--- config.mk ---
export PLATFORM = sky130hd
export DESIGN_NAME = serial_result_port
export DESIGN_NICKNAME = d
export VERILOG_FILES = /design/src/rtl/bs_pkg.sv /design/src/rtl/serial_bit_counter.sv /design/src/rtl/serial_result_port.sv
export SDC_FILE = /design/constraint.sdc
export NUM_CORES = 1
export LEC_CHECK = 0
export CAP_MARGIN = 20
export CORE_AREA = 2 2 47 49
export CTS_BUF_LIST = sky130_fd_sc_hd__clkbuf_4 sky130_fd_sc_hd__clkbuf_8
export CTS_CLUSTER_SIZE = 30
export DETAILED_ROUTE_END_ITERATION = 12
export DIE_AREA = 0 0 49 51
export MAX_ROUTING_LAYER = met4
export PLACE_DENSITY = 0.78
export SYNTH_ARGS = -nofsm -noshare
export SYNTH_HDL_FRONTEND = slang
export SYNTH_HIERARCHICAL = 1
export SYNTH_SLANG_ARGS = --single-unit
--- constraint.sdc ---
create_clock -name i_clk -period 2.65 [get_ports i_clk]
set_input_delay 0.3975 -clock i_clk [delete_from_list [all_inputs] [get_ports i_clk]]
set_output_delay 0.3975 -clock i_clk [all_outputs]
set_load 0.02 [all_outputs]
--- src/rtl/bs_pkg.sv ---
// Shared definitions for the bit-serial CPU data path (serializer and deserializer sides).
package bs_pkg;

  typedef enum logic {
    IDLE  = 1'b0,
    SHIFT = 1'b1
  } bs_state_e;

  localparam int unsigned BS_WIDTH = 8;

endpackage

--- src/rtl/serial_bit_counter.sv ---
// Loadable up-counter for serial frames; o_term marks the increment that reaches WIDTH,
// on which the count folds back to zero so it never holds a value above WIDTH-1.
module serial_bit_counter #(
  parameter int unsigned WIDTH = 8,
  parameter int unsigned CNT_W = $clog2(WIDTH + 1)
) (
  input  logic             i_clk,
  input  logic             i_rst,
  input  logic             i_load,
  input  logic [CNT_W-1:0] i_load_val,
  input  logic             i_inc,
  output logic [CNT_W-1:0] o_count,
  output logic             o_term
);

  logic [CNT_W-1:0] count_q;
  logic [CNT_W-1:0] count_d;

  assign o_term  = i_inc && (count_q == CNT_W'(WIDTH - 1));
  assign o_count = count_q;

  always_comb begin
    count_d = count_q;
    if (i_load) begin
      count_d = i_load_val;
    end else if (i_inc) begin
      count_d = o_term ? '0 : count_q + CNT_W'(1);
    end
  end

  always_ff @(posedge i_clk or posedge i_rst) begin
    if (i_rst) begin
      count_q <= '0;
    end else begin
      count_q <= count_d;
    end
  end

endmodule

--- src/rtl/serial_result_port.sv ---
// Bit-serial result deserializer: rebuilds an LSB-first stream into a word and holds it
// for the display side under a valid/ack handshake, flagging dropped words as overrun.
module serial_result_port
  import bs_pkg::*;
#(
  parameter int unsigned WIDTH = BS_WIDTH,
  parameter int unsigned CNT_W = $clog2(WIDTH + 1)
) (
  input  logic             i_clk,
  input  logic             i_rst,
  input  logic             i_frame_start,
  input  logic             i_bit,
  input  logic             i_bit_valid,
  input  logic             i_ack,
  output logic [WIDTH-1:0] o_word,
  output logic             o_word_valid,
  output logic             o_busy,
  output logic [CNT_W-1:0] o_bit_count,
  output logic             o_overrun
);

  bs_state_e        state_q, state_d;
  logic [WIDTH-1:0] sr_q, sr_d;
  logic [WIDTH-1:0] word_q, word_d;
  logic             valid_q, valid_d;
  logic             ovr_q, ovr_d;
  logic [WIDTH-1:0] assembled;
  logic             cnt_inc;
  logic             cnt_term;

  // New bits enter at the MSB so the first bit of the frame lands in bit 0 after WIDTH shifts.
  assign assembled = {i_bit, sr_q[WIDTH-1:1]};
  assign cnt_inc   = (state_q == SHIFT) && i_bit_valid && !i_frame_start;

  serial_bit_counter #(
    .WIDTH (WIDTH),
    .CNT_W (CNT_W)
  ) u_cnt (
    .i_clk      (i_clk),
    .i_rst      (i_rst),
    .i_load     (i_frame_start),
    .i_load_val (CNT_W'(i_bit_valid)),
    .i_inc      (cnt_inc),
    .o_count    (o_bit_count),
    .o_term     (cnt_term)
  );

  always_comb begin
    state_d = state_q;
    sr_d    = sr_q;
    word_d  = word_q;
    valid_d = valid_q;
    ovr_d   = ovr_q;

    if (i_ack && valid_q) begin
      valid_d = 1'b0;
      ovr_d   = 1'b0;
    end

    if (i_frame_start) begin
      state_d = SHIFT;
      sr_d    = {i_bit & i_bit_valid, {(WIDTH-1){1'b0}}};
    end else if (cnt_inc) begin
      sr_d = assembled;
      if (cnt_term) begin
        state_d = IDLE;
        // A same-cycle ack frees the holding register, so the new word is not an overrun.
        if (!valid_q || i_ack) begin
          word_d  = assembled;
          valid_d = 1'b1;
        end else begin
          ovr_d = 1'b1;
        end
      end
    end
  end

  always_ff @(posedge i_clk or posedge i_rst) begin
    if (i_rst) begin
      state_q <= IDLE;
      sr_q    <= '0;
      word_q  <= '0;
      valid_q <= 1'b0;
      ovr_q   <= 1'b0;
    end else begin
      state_q <= state_d;
      sr_q    <= sr_d;
      word_q  <= word_d;
      valid_q <= valid_d;
      ovr_q   <= ovr_d;
    end
  end

  assign o_word       = word_q;
  assign o_word_valid = valid_q;
  assign o_overrun    = ovr_q;
  assign o_busy       = (state_q == SHIFT);

endmodule

==> results of run 1 <==
-- per-stage QoR --
step	utilization, %	instances	hold slack [ps]	cell area (um^2)
after floorplan	-	86	164	970
after global placement	58.9	135	491	1220
after detailed placement	58.9	135	495	1220
after CTS	60.7	139	277	1250
after global routing	60.7	139	282	1250
final	60.7	139	286	1250
-- logic make-up after synthesis --
kind of cell | count (synthesis) | share of synthesized area [%]
simple gates | 27 | 14.4
fa+ha+maj | 1 | 1.30
flops | 22 | 57.2
xor+xnor | 1 | 0.910
mux | 10 | 11.6
other cells | 1 | 0.390
buf+inv | 6 | 3.12
compound gates | 16 | 11.1
-- worst reg2reg max path, cell delays in order, from the launching register on --
cell,delay [ps]
dfrtp_1,570
nand2_1,120
nor2_1,130
and4b_1,240
and4b_1,260
a21boi_4,340
mux2_2,380
-- power by group through the flow --
stage	combinational [mW]	sequential (mW)	clock (mW)
6_report	0.0889	0.361	0.183
5_1_grt	0.0973	0.363	0.210
4_1_cts	0.0894	0.361	0.189
3_5_place_dp	0.0889	0.367	0
3_3_place_gp	0.0877	0.367	0
2_1_floorplan	0.0356	0.377	0
-- cell type report --
| type | instances | area (um^2) |
|---|---|---|
| well taps | 28 | 35.0 |
| repair buffers | 24 | 230 |
| multi-input cells | 58 | 389 |
| fillers | 182 | 811 |
| flip-flops and latches | 22 | 551 |
| inverters | 3 | 11.3 |
| clock buffers | 4 | 36.3 |
-- state kept, by name (all words and copies together), names as in the netlist, named ones only --
| signal | cells |
|---|---|
| sr_q | 7 |
| u_cnt/o_count | 4 |
| o_word | 8 |
| o_busy | 1 |
| o_word_valid | 1 |
-- cell usage after synthesis (all sizes together) (2+ instances only) --
cell and count:
dfrtp 22, nand2 12, inv 3, mux2 9, buf 2, nand3 6
a21oi 8, a21o 2, o21ai 3, and4b 2
-- worst max path at each step --
stage,slack [ps],end,cells after the start
detailed placement,230,o_word[7],7
CTS,540,o_word[3],6
global route,350,o_word[4],6
finish,520,o_word[7],6
floorplan,400,o_word[7],7
global placement,270,o_word[7],7
-- cells in the final DEF (no fill, tap or decap), drive strengths merged, types with 2 or more instances in the layout --
cell type / Yosys / layout
a21o: 2 / 2
a21oi: 8 / 8
and4b: 2 / 2
buf: 2 / 4
clkbuf: 1 / 4
clkdlybuf4s50: 0 / 20
conb: 1 / 3
dfrtp: 22 / 22
inv: 3 / 3
mux2: 9 / 9
nand2: 12 / 12
nand3: 6 / 6
o21ai: 3 / 3
-- metal layers --
| metal | wire [um] | up-vias | GRT usage [%] |
|---|---|---|---|
| met5 | 0 | - | - |
| met4 | 5 | 0 | 7.14 |
| met3 | 62 | 2 | 3.51 |
| met2 | 863 | 15 | 29.7 |
| met1 | 821 | 361 | 20.2 |
| li1 | - | 348 | - |
==> metrics.txt, run 1 <==
status=finished, final reports clean; Bufs on Longest Clock Path=2; Fmax=0.470 GHz; num rows=17; CP most frequent cell=and4b_1; Clock Skews=1.43 ps; worst path bufs/invs=0; Final ANT Viol Nets=0; WL final=1750 um; DR vias=726; Most used DFF post-synth=dfrtp_1; worst setup margin=522 ps; worst r2r src=o_busy; Syn Area/Cell=11.5 um^2; die area=0.00250 mm^2; crit path max fanout=11; Worst-Skew Late Latency=300 ps; fin crit share=80.3%; register area share after synthesis=57.2%; CP arrival=2330 ps; EDFF count, synth=0; critical path startpoint category=register; clk root buf=clkbuf_4; Final TNS setup=0 ps; Critical Path RT=2850 ps; post-synth cell types=26; post_cts resized=0; top-area cell type share of the netlist area=57.2%; layout cell share with drive strength beyond 1=16.2%; reg2reg path depth=6; Gate Count Post-Synth=84; DRT iter0 DRCs=13; cell area after technology mapping=962 um^2; max-cap violations=0; maximum VDD drop=0.280 mV; Clock transition at path regs=120 ps; asr flop ratio synth=100%; H-tree Lvls=1; I/O pins=21; Largest delay share family, worst path=simple AND/OR/NAND/NOR gates; largest net degree at the start of global routing=19; area delta synth->final=30.2%; Remaining DRCs=0; Leak=0.573 nW; min Tclk post-route=2130 ps; Synth Warn #=6; Crit Path Category=register to register; gp weighted congestion=0.742; number of global-route vias before repair=704; crit path cell chain=nand2_1 -> nor2_1 -> and4b_1 -> and4b_1 -> a21boi_4 -> mux2_2; Int Power=0.475 mW; TritonCTS clock tree=yes; clock sink count=22; register share of total power=57.0%; Synth Register Bits=22; GRT Total Usage=17.3%; Critical Path Sink Type=register; Min-Delay Path Class=primary input to async pin; die width=49 um; CP max-delay cell=dfrtp_1; Clk network pwr share=28.9%; unrepaired setup endpoints after global routing=false; Place WS=230 ps; CORE AREA=0.00206 mm^2; sw power=0.157 mW; CTS buffer count=3; DPL Wire Length=1260 um; largest area contributor in the netlist=dfrtp_1; Reg-to-Reg End=o_word[7]; initial core utilization=46.6%; Net Sw Frac=24.8%; Die Y-Extent=51 um; CP peak stage delay=570 ps; Initial DRT Pass Iterations=4; Port Buffers=20; final hold viol count=0; Slew Limit Fails=0; routed len/inst=12.6 um; Reg2Reg Setup Slack=520 ps; endpoints failing setup=0; Ant. Diodes=0; actual slew at the worst max-slew pin=655 ps; relative slew slack=56.3%; Power Dens Cells=505 mW/mm^2; Area contributors post-synth=dfrtp_1, mux2_2, nand2_1, a21oi_1, nand3_1; Congestion Overflow GR=0; Nets=119; Pwr Total=0.632 mW; DR vias/cell=5.22; Logic pwr share=14.1%; Setup crit start=o_busy; Setup Fix Bufs, Post-CTS=0; first-pass GRT wire length=3200 um; antenna violations before repair=0; # hold bufs at CTS=0
Power figures use the tool's default switching activity.
==> inputs of run 2 (changes only) <==
clock period = 2.15 ns   (was 2.65 ns; I/O delays follow)
==> run 2 against run 1 <==
Against the previous run: sequential share of layout area decreased by 1.3 points; cell count is 1.4% higher; die area did not move; utilization is 1.9 points higher; critical path depth increased by 1; clock power is 73% higher; total power grew 38%; count of clock-buffer cells in the layout fell by 1.
==> metrics.txt, run 2 (synthesis results as in run 1) <==
Port Buffers=20 (unchanged); CP most frequent cell=and4b_1; Ant. Diodes=0 (unchanged); Power Dens Cells=676 mW/mm^2 (+34%); CP peak stage delay=480 ps (-90 ps); Remaining DRCs=0 (unchanged); Min-Delay Path Class=primary input to async pin; clock sink count=22 (unchanged); WL final=1960 um (+12%); commonest non-fill, non-tap cell in the layout=dfrtp_1; Final ANT Viol Nets=0 (unchanged); Congestion Overflow GR=0 (unchanged); crit path max fanout=8 (-3); die width=49 um (unchanged); # hold bufs at CTS=0 (unchanged); CP max-delay cell=clkdlybuf4s50_1; Final TNS setup=0 ps (unchanged); DRT iter0 DRCs=17 (+4); final hold viol count=0 (unchanged); actual slew at the worst max-slew pin=675 ps (+19.9 ps); DR vias=751 (+3.4%); critical path startpoint category=primary input; Die Y-Extent=51 um (unchanged); routed len/inst=13.9 um (+10%); status=finished, final reports clean; die area=0.00250 mm^2 (unchanged); max-cap violations=0 (unchanged); area post-placement=0.00124 mm^2 (+2.0%); fin crit share=90.3%; Clock transition at path regs=130 ps (about the same); Crit Path Category=primary input to register; Critical Path Sink Type=register; number of global-route vias before repair=731 (+3.8%); Leak=0.590 nW (+3.0%); Fmax=0.515 GHz; Critical Path RT=2360 ps (-490 ps); Pwr Total=0.874 mW (+38%); Largest delay share family, worst path=simple AND/OR/NAND/NOR gates; area delta synth->final=34.3%; CP arrival=2150 ps (-180 ps); Slew Limit Fails=0 (unchanged); Bufs on Longest Clock Path=2 (unchanged); Reg2Reg Setup Slack=250 ps (-270 ps); worst setup margin=208 ps (-314 ps); antenna violations before repair=0 (unchanged); num rows=17 (unchanged); max FFs per register=8 (unchanged); post_cts resized=0 (unchanged); TritonCTS clock tree=yes; I/O pins=21 (unchanged); first-pass GRT wire length=3280 um (+2.6%); endpoints failing setup=0 (unchanged); Worst-Skew Late Latency=310 ps (about the same); gp weighted congestion=0.712 (-4.0%); final instance area=0.00129 mm^2 (+3.2%); crit path cell chain=clkdlybuf4s50_1 -> nand2_1 -> nor2_4 -> and4b_1 -> and4b_1 -> a21boi_4 -> mux2_2; clk root buf=clkbuf_4; H-tree Lvls=1 (unchanged); Nets=121 (+1.7%); Clock Skews=7.33 ps (+5.90 ps); relative slew slack=54.9% (-1.3 points); DPL Wire Length=1410 um (+12%); initial core utilization=46.6% (unchanged); largest net degree at the start of global routing=19 (unchanged); CTS buffer count=3 (unchanged); Setup Fix Bufs, Post-CTS=0 (unchanged); Place WS=-144 ps (-374 ps); worst path bufs/invs=1 (+1); min Tclk post-route=1940 ps; maximum VDD drop=0.436 mV (+56%); GRT Total Usage=18.6% (+1.3 points); Initial DRT Pass Iterations=4 (unchanged); unrepaired setup endpoints after global routing=false; commonest non-fill, non-tap cells in the layout=dfrtp_1, clkdlybuf4s50_1, nand2_1; layout cell share with drive strength beyond 1=19.5% (+3.3 points); DR vias/cell=5.33 (+2.0%); CORE AREA=0.00206 mm^2 (unchanged)
==> run 2: worst paths after layout <==
kind,start,cells past startpoint,to
min reg2reg,o_word[3],1,o_word[3]
max reg2reg,u_cnt/o_count[0],5,o_word[7]
max,i_bit_valid,7,o_word[7]
min in group i_clk,o_word[3],1,o_word[3]
max in group asynchronous,i_rst,2,o_busy
min,i_rst,2,u_cnt/o_count[3]
==> run 2: per-stage QoR <==
stage,utilization [%],hold WS [ps],instances
finish,62.6,213,141
global route,62.6,209,141
floorplan,-,88.6,86
global placement,60.1,491,137
CTS,62.6,223,141
detailed placement,60.1,495,137
==> run 2: cell type report <==
type                    instances  area, um^2
multi-input cells              58         397
well taps                      28        35.0
clock inverters                 1        30.0
flip-flops and latches         22         552
inverters                       3        11.3
clock buffers                   3        22.5
repair buffers                 26         245
fillers                       181         771
==> run 2: routing by layer <==
metal | part of all wire, % | global-route usage, %
met1 | 40 | 20.3
met2 | 54 | 32.0
met3 | 3.1 | 3.51
met4 | 2.3 | 11.4
met5 | 0 | -
==> run 2: worst register-to-register path: stages (launching register included) <==
cell	delay (ps)
dfrtp_1	430
ha_1	210
and4b_1	230
and4b_1	220
a21boi_4	320
mux2_2	380
==> run 2: where the power goes <==
group	internal, mW	total (mW)	leakage [nW]	switching (mW)
Sequential	0.429	0.444	0.292	0.0151
Clock	0.189	0.317	0.0279	0.128
Combinational	0.0543	0.113	0.270	0.0587
Total	0.672	0.874	0.590	0.202
